**src/rtl/seg_pkg.sv**
```systemverilog
// Shared definitions for the multiplexed seven-segment driver.
//   - Segment patterns for a common-anode display, bit order g..a, active-low.
//   - pow10(): constant power of ten, used to size the overflow limit.
//   - seg_decode(): BCD nibble to segment pattern (non-decimal nibbles blank).
//   - conv_state_t: states of the sequential binary-to-BCD converter.
package seg_pkg;

    localparam logic [6:0] SEG_0     = 7'h40;
    localparam logic [6:0] SEG_1     = 7'h79;
    localparam logic [6:0] SEG_2     = 7'h24;
    localparam logic [6:0] SEG_3     = 7'h30;
    localparam logic [6:0] SEG_4     = 7'h19;
    localparam logic [6:0] SEG_5     = 7'h12;
    localparam logic [6:0] SEG_6     = 7'h02;
    localparam logic [6:0] SEG_7     = 7'h78;
    localparam logic [6:0] SEG_8     = 7'h00;
    localparam logic [6:0] SEG_9     = 7'h10;
    localparam logic [6:0] SEG_BLANK = 7'h7F;
    localparam logic [6:0] SEG_DASH  = 7'h3F;

    typedef enum logic [1:0] {
        IDLE   = 2'd0,
        CONV   = 2'd1,
        COMMIT = 2'd2
    } conv_state_t;

    function automatic int pow10(input int n);
        int r;
        r = 1;
        for (int k = 0; k < n; k++) begin
            r = r * 10;
        end
        return r;
    endfunction

    function automatic logic [6:0] seg_decode(input logic [3:0] nib);
        logic [6:0] s;
        case (nib)
            4'd0:    s = SEG_0;
            4'd1:    s = SEG_1;
            4'd2:    s = SEG_2;
            4'd3:    s = SEG_3;
            4'd4:    s = SEG_4;
            4'd5:    s = SEG_5;
            4'd6:    s = SEG_6;
            4'd7:    s = SEG_7;
            4'd8:    s = SEG_8;
            4'd9:    s = SEG_9;
            default: s = SEG_BLANK;
        endcase
        return s;
    endfunction

endpackage

```
**src/rtl/bin2bcd_seq.sv**
```systemverilog
// Sequential binary-to-BCD converter (double-dabble, one bit per clock).
// Ports:
//   clk, rst   : clock, synchronous active-high reset
//   i_start    : start strobe, honoured only while idle
//   i_value    : binary value, captured on an accepted start
//   o_busy     : high whenever the FSM is not idle
//   o_done     : one-cycle strobe (COMMIT state); o_bcd/o_ovf valid while high
//   o_bcd      : packed BCD result, nibble 0 = least significant digit
//   o_ovf      : value did not fit in DIGITS decimal digits
module bin2bcd_seq
    import seg_pkg::*;
#(
    parameter int BIN_W  = 14,
    parameter int DIGITS = 4
) (
    input  logic                  clk,
    input  logic                  rst,
    input  logic                  i_start,
    input  logic [BIN_W-1:0]      i_value,
    output logic                  o_busy,
    output logic                  o_done,
    output logic [4*DIGITS-1:0]   o_bcd,
    output logic                  o_ovf
);

    localparam int          BCD_W = 4 * DIGITS;
    localparam int          CNT_W = (BIN_W > 1) ? $clog2(BIN_W) : 1;
    localparam logic [31:0] LIMIT = 32'(pow10(DIGITS));

    conv_state_t        r_state;
    conv_state_t        w_state_next;
    logic [BIN_W-1:0]   r_bin;
    logic [BCD_W-1:0]   r_bcd;
    logic [CNT_W-1:0]   r_cnt;
    logic               r_ovf;
    logic               w_over;
    logic               w_last;
    logic [BCD_W-1:0]   w_adj;
    logic [BCD_W-1:0]   w_bcd_next;
    logic [BIN_W-1:0]   w_bin_next;

    assign w_over = (32'(i_value) >= LIMIT);
    assign w_last = (r_cnt == CNT_W'(BIN_W - 1));

    always_ff @(posedge clk) begin
        if (rst) r_state <= IDLE;
        else     r_state <= w_state_next;
    end

    always_comb begin
        w_state_next = r_state;
        case (r_state)
            IDLE:    if (i_start) w_state_next = w_over ? COMMIT : CONV;
            CONV:    if (w_last)  w_state_next = COMMIT;
            COMMIT:  w_state_next = IDLE;
            default: w_state_next = IDLE;
        endcase
    end

    // One double-dabble step: add 3 to every nibble >= 5, then shift left.
    always_comb begin
        w_adj = r_bcd;
        for (int k = 0; k < DIGITS; k++) begin
            if (w_adj[4*k +: 4] >= 4'd5) begin
                w_adj[4*k +: 4] = w_adj[4*k +: 4] + 4'd3;
            end
        end
        w_bcd_next = {w_adj[BCD_W-2:0], r_bin[BIN_W-1]};
        w_bin_next = {r_bin[BIN_W-2:0], 1'b0};
    end

    always_ff @(posedge clk) begin
        if (rst) begin
            r_ovf <= 1'b0;
            r_bcd <= '0;
        end else begin
            case (r_state)
                IDLE: begin
                    if (i_start) begin
                        r_bin <= i_value;
                        r_bcd <= '0;
                        r_cnt <= '0;
                        r_ovf <= w_over;
                    end
                end
                CONV: begin
                    r_bin <= w_bin_next;
                    r_bcd <= w_bcd_next;
                    r_cnt <= r_cnt + CNT_W'(1);
                end
                default: ;
            endcase
        end
    end

    assign o_busy = (r_state != IDLE);
    assign o_done = (r_state == COMMIT);
    assign o_bcd  = r_bcd;
    assign o_ovf  = r_ovf;

endmodule

```
**src/rtl/bcd_scan_display.sv**
```systemverilog
// Multiplexed seven-segment driver with sequential binary-to-BCD conversion,
// leading-zero blanking, per-digit decimal points, blink and overflow dashes.
// Ports:
//   clk, rst  : clock, synchronous active-high reset
//   value     : binary number, captured on an accepted load
//   load      : conversion start strobe (ignored while busy)
//   blank_lz  : blank leading zeros (live)
//   dp        : per-digit decimal point, 1 = lit, bit 0 = rightmost (live)
//   blink     : per-digit blink enable (live)
//   busy      : conversion in progress
//   display   : segments g..a, active-low, registered
//   dp_out    : decimal-point segment, active-low, registered
//   digit     : digit enables, active-low, one-hot-zero, registered
module bcd_scan_display
    import seg_pkg::*;
#(
    parameter int DIGITS            = 4,
    parameter int BIN_W             = 14,
    parameter int SCAN_DIV_W        = 17,
    parameter int BLINK_FRAMES_LOG2 = 6
) (
    input  logic              clk,
    input  logic              rst,
    input  logic [BIN_W-1:0]  value,
    input  logic              load,
    input  logic              blank_lz,
    input  logic [DIGITS-1:0] dp,
    input  logic [DIGITS-1:0] blink,
    output logic              busy,
    output logic [6:0]        display,
    output logic              dp_out,
    output logic [DIGITS-1:0] digit
);

    localparam int IDX_W = (DIGITS > 1) ? $clog2(DIGITS) : 1;
    localparam int FRM_W = BLINK_FRAMES_LOG2 + 1;

    logic                   w_done;
    logic [4*DIGITS-1:0]    w_bcd;
    logic                   w_ovf;
    logic [4*DIGITS-1:0]    r_shown;
    logic                   r_shown_ovf;
    logic [SCAN_DIV_W-1:0]  r_presc;
    logic [IDX_W-1:0]       r_idx;
    logic [FRM_W-1:0]       r_frame;
    logic                   w_step;
    logic                   w_idx_last;
    logic [IDX_W+1:0]       w_base;
    logic [3:0]             w_nib;
    logic                   w_lz;
    logic [6:0]             w_seg;
    logic                   w_dpn;
    logic [DIGITS-1:0]      w_dig;
    logic [6:0]             r_display;
    logic                   r_dp_out;
    logic [DIGITS-1:0]      r_digit;

    bin2bcd_seq #(
        .BIN_W  (BIN_W),
        .DIGITS (DIGITS)
    ) u_conv (
        .clk     (clk),
        .rst     (rst),
        .i_start (load),
        .i_value (value),
        .o_busy  (busy),
        .o_done  (w_done),
        .o_bcd   (w_bcd),
        .o_ovf   (w_ovf)
    );

    // Shown register: only ever loaded from a finished conversion.
    always_ff @(posedge clk) begin
        if (rst) begin
            r_shown     <= '0;
            r_shown_ovf <= 1'b0;
        end else if (w_done) begin
            r_shown     <= w_bcd;
            r_shown_ovf <= w_ovf;
        end
    end

    // Scanner: prescaler -> digit index -> frame counter.
    assign w_step     = &r_presc;
    assign w_idx_last = (r_idx == IDX_W'(DIGITS - 1));

    always_ff @(posedge clk) begin
        if (rst) begin
            r_presc <= '0;
            r_idx   <= '0;
            r_frame <= '0;
        end else begin
            r_presc <= r_presc + SCAN_DIV_W'(1);
            if (w_step) begin
                r_idx <= w_idx_last ? '0 : r_idx + IDX_W'(1);
                if (w_idx_last) r_frame <= r_frame + FRM_W'(1);
            end
        end
    end

    // A digit is a leading zero when it and every more significant nibble are
    // zero; digit 0 is excluded so that the value 0 still shows "0".
    assign w_base = {r_idx, 2'b00};
    assign w_nib  = r_shown[w_base +: 4];
    assign w_lz   = (r_idx != '0) && ((r_shown >> w_base) == '0);
    assign w_dig  = ~(DIGITS'(1) << r_idx);

    always_comb begin
        w_seg = seg_decode(w_nib);
        w_dpn = ~dp[r_idx];
        if (r_shown_ovf) begin
            w_seg = SEG_DASH;
            w_dpn = 1'b1;
        end else if (blink[r_idx] && r_frame[FRM_W-1]) begin
            w_seg = SEG_BLANK;
            w_dpn = 1'b1;
        end else if (blank_lz && w_lz) begin
            w_seg = SEG_BLANK;
        end
    end

    // Output register: segments and enable switch together, so only one
    // digit is ever driven.
    always_ff @(posedge clk) begin
        if (rst) begin
            r_display <= SEG_BLANK;
            r_dp_out  <= 1'b1;
            r_digit   <= '1;
        end else begin
            r_display <= w_seg;
            r_dp_out  <= w_dpn;
            r_digit   <= w_dig;
        end
    end

    assign display = r_display;
    assign dp_out  = r_dp_out;
    assign digit   = r_digit;

endmodule

```
**config.mk**
```make
export PLATFORM = sky130hd
export DESIGN_NAME = bcd_scan_display
export DESIGN_NICKNAME = d
export VERILOG_FILES = /design/src/rtl/seg_pkg.sv /design/src/rtl/bin2bcd_seq.sv /design/src/rtl/bcd_scan_display.sv
export SDC_FILE = /design/constraint.sdc
export NUM_CORES = 1
export LEC_CHECK = 0
export ABC_AREA = 0
export CORE_MARGIN = 2
export CORE_UTILIZATION = 52
export CTS_BUF_LIST = sky130_fd_sc_hd__clkbuf_4
export DETAILED_ROUTE_END_ITERATION = 6
export GPL_TIMING_DRIVEN = 1
export PLACE_DENSITY = 0.73
export SYNTH_ARGS = -nofsm -noshare
export SYNTH_HDL_FRONTEND = slang
export SYNTH_HIERARCHICAL = 1
export SYNTH_SLANG_ARGS = --single-unit
export TNS_END_PERCENT = 5
```
**constraint.sdc**
```tcl
create_clock -name clk -period 2.6 [get_ports clk]
set_clock_uncertainty 0.1 [all_clocks]
set_input_delay 0.26 -clock clk [delete_from_list [all_inputs] [get_ports clk]]
set_output_delay 0.26 -clock clk [all_outputs]
set_load 0.01 [all_outputs]
```
==> results.json <==
{
  "die_w_um": 95.5,
  "critical_path_class": "flop to flop",
  "wirelength_um": 7910,
  "rows": 33,
  "drcViolationCount": 0,
  "fin_tns_setup_ps": 0,
  "power_leakage_uw": 0.00191,
  "ir_drop_uv": 266,
  "grt-ovfl-total": 0,
  "drv_cap": 0,
  "r2r_end": "display[6]",
  "worst_pin_slew_ps": 392,
  "critPathArrivalTime_ps": 2750,
  "yosysUniqueCellTypes": 49,
  "grt_use_total_pct": 18.8,
  "die_h_um": 95.5,
  "min_period_ps": 2470,
  "fin_nets": 524,
  "rrSetupSlack_ps": 130,
  "dr.pass1.iters": 4,
  "vias": 3153,
  "ant_nets": 0,
  "cellPowerDensity_nw_per_um2": 527,
  "relSlewSlack_pct": 73.7,
  "crit_fanout": 7,
  "port_buffers": 38,
  "grt_pass1_wl_um": 13300,
  "hp-start": "rst",
  "synth_fp_nets": 484,
  "clock_latency_ps": 440,
  "syn_inst": 437,
  "cts_buffers": 9,
  "hold_depth": 2,
  "hold_path_class": "input port to flop",
  "drv_slew": 0,
  "cts_tree": "yes",
  "grt_pass1_vias": 2981,
  "antenna_found_initial": 0,
  "cts_sinks": 92,
  "cp-start-kind": "flop",
  "fin_ws_ps": 132,
  "ys_seq_elements": 92,
  "hpwl_um": 5660,
  "synth_edf_count": 18,
  "syn_area_um2": 4350,
  "cts_buffer_depth": 2,
  "cts_hold_buf": 0,
  "cts_max_level": 3,
  "worstRegToRegCells": 7,
  "first_iter_violations": 102,
  "hold_path_end": "r_shown[15]",
  "rsz0062_at_grt": "false",
  "mostFrequentLayoutCells": "dfxtp_1 (74), nand2_1 (56), nor2_1 (51), clkdlybuf4s50_1 (37), mux2i_1 (26)",
  "path_clk_slew_ps": 150,
  "core-area_um2": 8180,
  "finalSetupViolCount": 0,
  "crit_path_end_kind": "flop",
  "drive_gt1_share_pct": 9.98,
  "hold_viol_final": 0,
  "syn_avg_cell_area_um2": 9.96,
  "diodes": 0,
  "place.gp.congestion": 0.799,
  "post_cts_buffers": 0,
  "viasPerCell": 5.38,
  "fmax_mhz": 405,
  "cts_resized": 0,
  "fin_crit_sh_pct": 94.9,
  "wire_per_inst_um": 13.5,
  "yosysSeqAreaShare_pct": 46.5,
  "grt_start_max_net_pins": 29,
  "pre_cts_slack_ps": 194,
  "dieArea_um2": 9120,
  "synth_flop_cell": "dfxtp_1",
  "worstPathRequired_ps": 2880,
  "yosys_warnings": 6,
  "mostFrequentLayoutCell": "dfxtp_1",
  "async_reset_ff_share_pct": 0,
  "syn2layout_area_growth_pct": 14.2,
  "start_util_pct": 53.2,
  "cts_root_buf": "clkbuf_4",
  "status": "completed",
  "r2r-start": "r_idx[0]",
  "io_pins": 39
}
==> through the flow <==
step / cell area [um2] / std cells / hold WS [ps] / utilization (%) / total power [uW]
floorplan: 4350 / 437 / 326 / - / 1700
global placement: 4820 / 571 / 339 / 58.9 / 1790
finish: 4970 / 586 / 74.4 / 60.8 / 2620
global route: 4970 / 586 / 53.7 / 60.8 / 2740
detailed placement: 4820 / 571 / 352 / 58.9 / 1790
CTS: 4980 / 586 / 55.0 / 60.9 / 2650
==> worst max-delay path by stage <==
stage / from / endpoint / slack (ps)
2_1_floorplan: r_idx[0] / display[6] / 240
6_report: r_idx[0] / display[6] / 130
4_1_cts: r_idx[0] / display[6] / 160
5_1_grt: r_idx[0] / display[6] / 9
3_3_place_gp: r_idx[0] / display[6] / 280
3_5_place_dp: r_idx[0] / display[6] / 190
==> power breakdown <==
group	internal (uW)	switching, uW	total, uW
clock network	386	475	861
logic	113	120	233
registers	1500	21.2	1520
==> cells by family after synthesis <==
kind of cell               after synthesis  synth area share, %
AOI/OAI and AO/OA                       49                 8.16
xor gates and xnor gates                21                 4.23
adders and majority gates               21                 6.04
buffers and inverters                   40                 4.48
DFF                                     92                 46.5
muxes                                   38                 10.9
and+or+nand+nor                        176                 19.7
==> registers in the layout, summed over array words and instances, names as in the netlist, 2 cells and up <==
signal / flops
r_presc: 17
r_shown: 16
u_conv/o_bcd: 16
u_conv/r_bin: 14
display: 7
r_frame: 7
digit: 4
u_conv/r_cnt: 4
r_idx: 2
u_conv/r_state: 2
==> Yosys cell counts (2+ instances only) <==
master,number,area [um2]
a21oi_1,9,45.0
a21oi_2,4,35.0
a22o_1,11,96.3
and2_1,2,12.5
and3_1,2,12.5
and4_1,4,35.0
buf_2,6,30.0
buf_4,4,30.0
buf_6,3,33.8
clkbuf_1,6,22.5
dfxtp_1,74,1480
edfxtp_1,18,541
ha_1,21,263
inv_1,20,75.1
mux2_2,5,56.3
mux2i_1,26,260
mux4_1,2,52.6
mux4_2,4,90.1
nand2_1,56,210
nand2b_1,5,31.3
nand2b_2,2,17.5
nand3_1,14,70.1
nand4_1,9,56.3
nor2_1,51,191
nor2b_1,8,50.1
nor3_1,6,30.0
nor4_1,9,56.3
o2111ai_1,2,17.5
o21ai_0,13,65.1
or3_1,3,18.8
xnor2_1,7,61.3
xor2_1,14,123
==> layout make-up <==
class	instances	area, um2
clock buffers	9	67.6
clock inverters	6	90.1
fillers	701	3200
inverters	21	78.8
multi-input cells	305	2130
flip-flops and latches	92	2020
well taps	105	131
repair buffers	48	450
==> critical path: stages (launching register included) <==
cell and delay, ps:
dfxtp_1 430, mux4_2 590, inv_1 130, ha_1 210
nor4b_1 290, nand2_1 90, a211o_1 370, a32oi_1 200
==> per-layer routing <==
metal	track usage, %	vias up	share of wire (%)
met5	0	-	0
met4	6.43	0	0.94
met3	5.06	5	5.2
met2	31.5	61	47
met1	23.4	1481	47
li1	-	1606	-
No activity file was read; power rests on OpenSTA's default activity.
